--- config.mk ---
export PLATFORM = sky130hd
export DESIGN_NAME = i2c_arbiter
export DESIGN_NICKNAME = d
export VERILOG_FILES = /design/src/rtl/i2c_pkg.sv /design/src/rtl/rr_pick.sv /design/src/rtl/i2c_arbiter.sv
export SDC_FILE = /design/constraint.sdc
export NUM_CORES = 1
export LEC_CHECK = 0
export BUFFER_PORTS_ARGS = -buffer_cell sky130_fd_sc_hd__buf_2
export CORE_MARGIN = 4
export CORE_UTILIZATION = 36
export DETAILED_ROUTE_END_ITERATION = 6
export HOLD_SLACK_MARGIN = 0.06
export PLACE_DENSITY = 0.76
export SETUP_SLACK_MARGIN = 0.1
export SLEW_MARGIN = 20
export SYNTH_ARGS = -nofsm -noshare
export SYNTH_HDL_FRONTEND = slang
export SYNTH_SLANG_ARGS = --single-unit
export TNS_END_PERCENT = 20
--- constraint.sdc ---
create_clock -name clk -period 1.6 [get_ports clk]
set_clock_uncertainty 0.2 [all_clocks]
set_input_delay 0.24 -clock clk [delete_from_list [all_inputs] [get_ports clk]]
set_output_delay 0.24 -clock clk [all_outputs]
set_load 0.02 [all_outputs]
--- src/rtl/i2c_pkg.sv ---
// Shared I2C definitions: field widths and arbiter state encodings, also
// used by the I2C controller and the sensor clients.
package i2c_pkg;

  localparam int ADDR_W = 8;
  localparam int DATA_W = 8;
  localparam int LEN_W  = 5;

  localparam logic [1:0] S_IDLE  = 2'd0;
  localparam logic [1:0] S_OWNED = 2'd1;
  localparam logic [1:0] S_BUSY  = 2'd2;

endpackage

--- src/rtl/rr_pick.sv ---
// Round-robin priority selector: returns a one-hot grant for the first
// requester found searching upward from the client after 'last'.
module rr_pick #(
  parameter int N  = 2,
  parameter int LW = 1
) (
  input  logic [N-1:0]  req,
  input  logic [LW-1:0] last,
  output logic [N-1:0]  gnt
);

  logic          found;
  logic [LW-1:0] idx;

  // Walk the clients in rotated order and keep only the first one requesting
  always_comb begin
    gnt   = '0;
    found = 1'b0;
    idx   = '0;
    for (int k = 1; k <= N; k++) begin
      idx = LW'((int'(last) + k) % N);
      if (!found && req[idx]) begin
        gnt[idx] = 1'b1;
        found    = 1'b1;
      end
    end
  end

endmodule

--- src/rtl/i2c_arbiter.sv ---
// Multi-client arbiter in front of a single I2C controller. One client owns
// the controller at a time; ownership is held across a whole transaction and
// can be revoked only by the strobe-count timeout or reset.
module i2c_arbiter
  import i2c_pkg::*;
#(
  parameter int N       = 2,
  parameter int TIMEOUT = 4095
) (
  input  logic                clk,
  input  logic                rstn,
  input  logic [N-1:0]        c_req,
  output logic [N-1:0]        c_gnt,
  output logic [N-1:0]        c_strobe,
  input  logic [N-1:0]        c_enable,
  input  logic [N-1:0]        c_reg_rdwr,
  input  logic [N*ADDR_W-1:0] c_reg_addr,
  input  logic [N*DATA_W-1:0] c_reg_wrdata,
  input  logic [N*LEN_W-1:0]  c_reg_len,
  output logic [N-1:0]        c_done,
  output logic [N-1:0]        c_rd_done,
  output logic [N-1:0]        c_ack,
  output logic [DATA_W-1:0]   c_rddata,
  input  logic                i2c_strobe,
  input  logic                i2c_done,
  input  logic                i2c_rd_done,
  input  logic                i2c_ack,
  input  logic [DATA_W-1:0]   i2c_reg_rddata,
  output logic                i2c_enable,
  output logic                i2c_reg_rdwr,
  output logic [ADDR_W-1:0]   i2c_reg_addr,
  output logic [DATA_W-1:0]   i2c_reg_wrdata,
  output logic [LEN_W-1:0]    i2c_reg_len,
  output logic                timeout_err,
  output logic                busy
);

  localparam int LW = (N > 1) ? $clog2(N) : 1;
  localparam int CW = $clog2(TIMEOUT + 1);

  logic [1:0]    state;
  logic [LW-1:0] last_owner;
  logic [LW-1:0] owner_idx;
  logic [CW-1:0] cnt;
  logic [N-1:0]  pick;

  rr_pick #(.N(N), .LW(LW)) u_pick (
    .req  (c_req),
    .last (last_owner),
    .gnt  (pick)
  );

  // Decode the one-hot grant into an index for per-owner bit selects
  always_comb begin
    owner_idx = '0;
    for (int i = 0; i < N; i++) begin
      if (c_gnt[i]) owner_idx = LW'(i);
    end
  end

  // Ownership state machine with strobe-counted timeout on stuck transactions
  always_ff @(posedge clk) begin
    if (!rstn) begin
      state       <= S_IDLE;
      c_gnt       <= '0;
      last_owner  <= LW'(N - 1);
      cnt         <= '0;
      timeout_err <= 1'b0;
    end else begin
      timeout_err <= 1'b0;
      case (state)
        S_IDLE: begin
          if (|c_req) begin
            c_gnt <= pick;
            state <= S_OWNED;
          end
        end
        S_OWNED: begin
          if (c_enable[owner_idx] && i2c_strobe) begin
            state <= S_BUSY;
            cnt   <= '0;
          end else if (!c_req[owner_idx]) begin
            state      <= S_IDLE;
            c_gnt      <= '0;
            last_owner <= owner_idx;
          end
        end
        S_BUSY: begin
          if (i2c_strobe) begin
            if (i2c_done) begin
              if (c_req[owner_idx]) begin
                state <= S_OWNED;
              end else begin
                state      <= S_IDLE;
                c_gnt      <= '0;
                last_owner <= owner_idx;
              end
            end else if (cnt == CW'(TIMEOUT - 1)) begin
              state       <= S_IDLE;
              c_gnt       <= '0;
              last_owner  <= owner_idx;
              timeout_err <= 1'b1;
              cnt         <= cnt + 1'b1;
            end else begin
              cnt <= cnt + 1'b1;
            end
          end
        end
        default: begin
          state <= S_IDLE;
          c_gnt <= '0;
        end
      endcase
    end
  end

  // Forward only the owner's request fields; everything reads zero with no owner
  always_comb begin
    i2c_enable     = 1'b0;
    i2c_reg_rdwr   = 1'b0;
    i2c_reg_addr   = '0;
    i2c_reg_wrdata = '0;
    i2c_reg_len    = '0;
    for (int i = 0; i < N; i++) begin
      if (c_gnt[i]) begin
        i2c_enable     = c_enable[i];
        i2c_reg_rdwr   = c_reg_rdwr[i];
        i2c_reg_addr   = c_reg_addr[ADDR_W*i +: ADDR_W];
        i2c_reg_wrdata = c_reg_wrdata[DATA_W*i +: DATA_W];
        i2c_reg_len    = c_reg_len[LEN_W*i +: LEN_W];
      end
    end
  end

  assign c_strobe  = c_gnt & {N{i2c_strobe}};
  assign c_done    = c_gnt & {N{i2c_done}};
  assign c_rd_done = c_gnt & {N{i2c_rd_done}};
  assign c_ack     = c_gnt & {N{i2c_ack}};
  assign c_rddata  = i2c_reg_rddata;
  assign busy      = (state == S_BUSY);

endmodule

# After elaboration in Yosys (flattened, before gate mapping)
# Index checks and enable logic that the tools add are counted.
# word_totals
regBits	18
latchBits	0
ram_bits	0
rom_bits	0
inputBits	62
wordCells	95
n_memories	0
# classes
addsub	3
n_mul	0
div	0
order_cmp	5
n_eq_ne	10
shifts	0
n_mux	51
bitwise_logic	8
reduce_logical	13
# op_table
cell	count
two-way mux 12 bit	3
two-way mux 8 bit	4
two-way mux 2 bit	13
case mux 12 bit (2 select lines)	1
two-way mux 1 bit	23
AND reduction 4 bit	4
adder 12 x 1 -> 12 bit, second input constant	1
equality test 12 bit, second input constant	1
case mux 2 bit (3 select lines)	2
two-way mux 5 bit	2
inequality test 2 bit, second input constant	5
AND 2 bit	4
less-than comparator 1 x 2 -> 1 bit, second input constant	3
logical AND 1 bit	4
OR reduction 4 bit	1
inequality test 3 x 2 -> 1 bit, second input constant	1
inequality test 3 bit, second input constant	1
NOT 1 bit	3
adder 1 bit, second input constant	2
demux 1 bit (select 1 bit)	2
equality test 2 x 1 -> 1 bit, second input constant	1
equality test 2 bit, second input constant	1
greater-or-equal comparator 1 bit, second input constant	2
logical NOT 2 bit	1
other kinds (5)	5

# Logic depth before layout (Yosys ltp)
# depth
ltp_word	10
depth_mapped	6
depth_no_buf	6

# Hierarchy
# Synthesis repeated with hierarchy kept, for this count alone.
# hier_totals
hier_cells	186
hier_area_um2	1468.9
# by_module_without_submodules
mod	n_inst	cells_each	area_each_um2
i2c_arbiter	1	183	1450.1
rr_pick	1	3	18.8

# Worst setup path after synthesis
# No wires, ideal clock.
# synth_timing
path_type	reg2reg
from	register state[1]
to	register last_owner
setup_time_ps	121
arrival_time_ps	1483
setup_slack_ps	-204
stages_incl_launch_ff	5
path_buffers	1
path_cell_list	dfxtp_1 -> clkbuf_1 -> nor2b_1 -> a31oi_1 -> mux2_2
# synth_between
elab_chain_cells	3
# synth_rtl
element	line_no	text
from (decl)	i2c_arbiter.sv:41	logic [1:0] state;
from (signal assigned)	i2c_arbiter.sv:64	state <= S_IDLE;
from (signal assigned)	i2c_arbiter.sv:75	state <= S_OWNED;
from (signal assigned)	i2c_arbiter.sv:80	state <= S_BUSY;
equality test 2 bit (*)	n/a	
named net busy	i2c_arbiter.sv:35	output logic busy
inequality test 3 x 2 -> 1 bit (no line), or another cell as far along	n/a	
AND reduction 4 bit (no line)	n/a	
to (signal assigned)	i2c_arbiter.sv:66	last_owner <= LW'(N - 1);
to (signal assigned)	i2c_arbiter.sv:85	last_owner <= owner_idx;
to (signal assigned)	i2c_arbiter.sv:96	last_owner <= owner_idx;
to (decl)	i2c_arbiter.sv:42	logic [LW-1:0] last_owner;
# Mark *: on every way through the listed nets, which the timed path passes. The rest lies on a longest branch.
# A chain may end at the register's enable or synchronous reset.

# Worst setup path in the final report
# layout_timing
from	register c_gnt[1]
to	output port i2c_reg_wrdata[3]
# layout_between
elab_chain_cells	1
# layout_rtl
element	line_no	text
from (decl)	i2c_arbiter.sv:13	output logic [N-1:0] c_gnt,
from (signal assigned)	i2c_arbiter.sv:74	c_gnt <= pick;
two-way mux 8 bit	i2c_arbiter.sv:125	if (c_gnt[i]) begin
to (decl)	i2c_arbiter.sv:32	output logic [DATA_W-1:0] i2c_reg_wrdata,
# No other way between the ends.

==> impl_metrics.toml <==
[clocking]
clk_pin_slew_ns = 0.07
clkSinkCount = 18
cts_tree = "done"
numCtsBuffers = 3
clk_latency_ns = 0.26
cts.htree.levels = 1
postCtsHoldBufs = 0
cts_root_buffer = "clkbuf_8"
clk_path_buf_depth = 2

[layout]
final_cell_mix = "60 x buf_2, 40 x buf_4, 18 x buf_6, 17 x nand2_1, 16 x a22o_1"
fin_area_um2 = 2490
final-seq-area_um2 = 390
area_delta_synth_final_pct = 77.3
drive_gt1_share_pct = 58.9
final_common_cell = "buf_2"
fill_cells = 303
layout.nets = 351
diodes = 0
multi_input_area_um2 = 1140

[global_route]
gr-usage-met3_pct = 4.75
grt_pass1_vias = 1836
track_usage_pct = 19.8
grt_overflow = 0
use_met1_pct = 22.1
met2_usage_pct = 36.4
grt_start_max_net_pins = 26
grt_pass1_wl_mm = 8.21
grt_busiest_layer = "met2"
antenna_found_initial = 0

[floorplan]
chipWidth_um = 70.5
dieArea_um2 = 4970
initial_core_util_pct = 37.8
io-pin-count = 105
std_cell_rows = 22
dieHeight_um = 70.5
core_um2 = 3720

[synthesis]
synth.top_cell.area_share_pct = 25.6
synth_seq_cells = 18
syn-cell-area_um2 = 1410
yosys-top-cells-area = "dfxtp_1 26%, a22o_1 14%, a21oi_1 5.0%"
postSynthAreaPerCell_um2 = 7.72
yosysUniqueCellTypes = 43
syn_nets = 246
syn_inst = 182
synth-seq-area-share_pct = 25.6
synth_largest_area_cell = "dfxtp_1"
ys_warn_count = 0

[detailed_routing]
route.detailed.drc = 0
routed_wl_mm = 5.11
firstDrtPassIters = 5
initialDrtViolationCount = 57
avgViaCountPerCell = 5.46
ant_nets = 0
vias = 1817
wl_per_cell_um = 15.4

[place]
portBuffers = 88
dp_hpwl_mm = 3.69
place.gp.congestion = 0.805
post_dp_cell_area_um2 = 2140

[power_and_ir_drop]
p_seq_share_pct = 32.4
internal-power_mw = 0.948
p_total_mw = 1.44
p_sw_share_pct = 34.1
p_clk_share_pct = 22.4
p_switching_mw = 0.491
p_leak_nw = 1.13
vdd_drop_max_mv = 0.371
combPwrFrac_pct = 45.2
p_per_area_nw_per_um2 = 578

[critical_path]
setup.worst_path.end_class = "primary output"
worstSetupPathType = "reg2out"
cp.required_ns = 1.16
arrival_ns = 1.32
cp_max_fo = 14
setup.worst_path.start_class = "flop"

[timing]
hold_violations = 0
finalSetupViolations = 36
final.setup.worst_slack_ns = -0.156
period_share_pct = 110
tightest_slew_ns = 0.286
drv_slew = 0
rsz0062_at_grt = "yes"
max_slew_margin_pct = 80.8
fmax_mhz = 569
post-route-min-period_ns = 1.76
whs_ns = 0.101

[job]
cap_viol_max_count = 0

[outcome]
status = "complete, but fails checks"
violations = "negative setup slack"

[min_path]
worstHoldPathType = "in2reg"
-- synth_stat cells, drive strengths merged --
library cell and count:
o21a 1, a22o 22, or4 3, buf 12
nand4 2, and2 9, clkbuf 8, a31oi 4
nand3 6, o41ai 2, a32oi 1, and3 2
nor3 2, dfxtp 18, or2 1, nand3b 2
and3b 2, o2111ai 2, mux2i 2, nor3b 1
a21boi 1, or3 7, a31o 1, o211ai 1
nor2b 2, and2b 1, and4bb 1, nand2b 2
inv 5, o31ai 3, xor2 1, o32ai 1
nor2 8, nand2 18, mux2 2, o32a 1
ha 2, o21ai 8, a21oi 14, nand4bb 1
-- metal layers --
layer	vias to the layer above	wire length [um]
met5	-	0
met2	80	2730
met4	0	87
met1	841	1970
li1	881	-
met3	15	319
-- worst paths after layout --
check,startpoint,end,slack (ns),cells past startpoint
max,c_gnt[1],i2c_reg_wrdata[3],-0.16,5
min,rstn,state[0],0.10,2
max reg2reg,c_gnt[1],cnt[4],-0.16,5
min reg2reg,cnt[3],cnt[3],0.34,2
-- cell type report --
cell class,count,share of cell area (%)
flip-flops and latches,18,15.7
clock buffers,3,1.66
repair buffers,120,33.7
inverters,5,0.854
well taps,48,2.41
multi-input cells,139,45.8
-- kinds of logic after synthesis --
kind of cell,share of synthesized area [%]
simple gates,27.6
buf+inv,9.71
flops,25.6
fa+ha+maj,1.78
compound gates,31.6
mux,3.03
xor+xnor,0.623
-- power by group through the flow --
stage	Combinational [mW]	Clock (mW)	Sequential, mW
after global routing	0.693	0.353	0.467
after CTS	0.629	0.334	0.474
after detailed placement	0.546	0	0.482
after global placement	0.541	0	0.481
final	0.650	0.323	0.466
after floorplan	0.357	0	0.484
-- repair_timing --
action	in CTS	in global routing
gates resized for setup	54	29
endpoints found under the setup margin	45	51
pin swaps	7	11
gates cloned	0	1
setup buffers	1	1
-- critical path, cell delays in order, from the launching register on --
cell and delay [ns]:
dfxtp_2 0.34, buf_6 0.13, nor2b_4 0.14, buf_12 0.15, a22o_1 0.16, buf_6 0.13
-- per-stage QoR --
stage                     TNS (ns)  utilization [%]  std cells  setup slack (ns)
after floorplan            -0.0345                -        182           -0.0224
after global placement      -0.550             57.6        327           -0.0671
after detailed placement     -1.08             57.6        327            -0.117
after CTS                    -3.83             63.5        331            -0.139
after global routing         -5.98             67.0        333            -0.218
final                        -3.61             67.0        333            -0.156
-- registers in the layout, indices dropped and copies added, names as in the netlist --
register,flops
c_gnt,2
cnt,12
last_owner,1
state,2
timeout_err,1
Power figures use the tool's default switching activity.
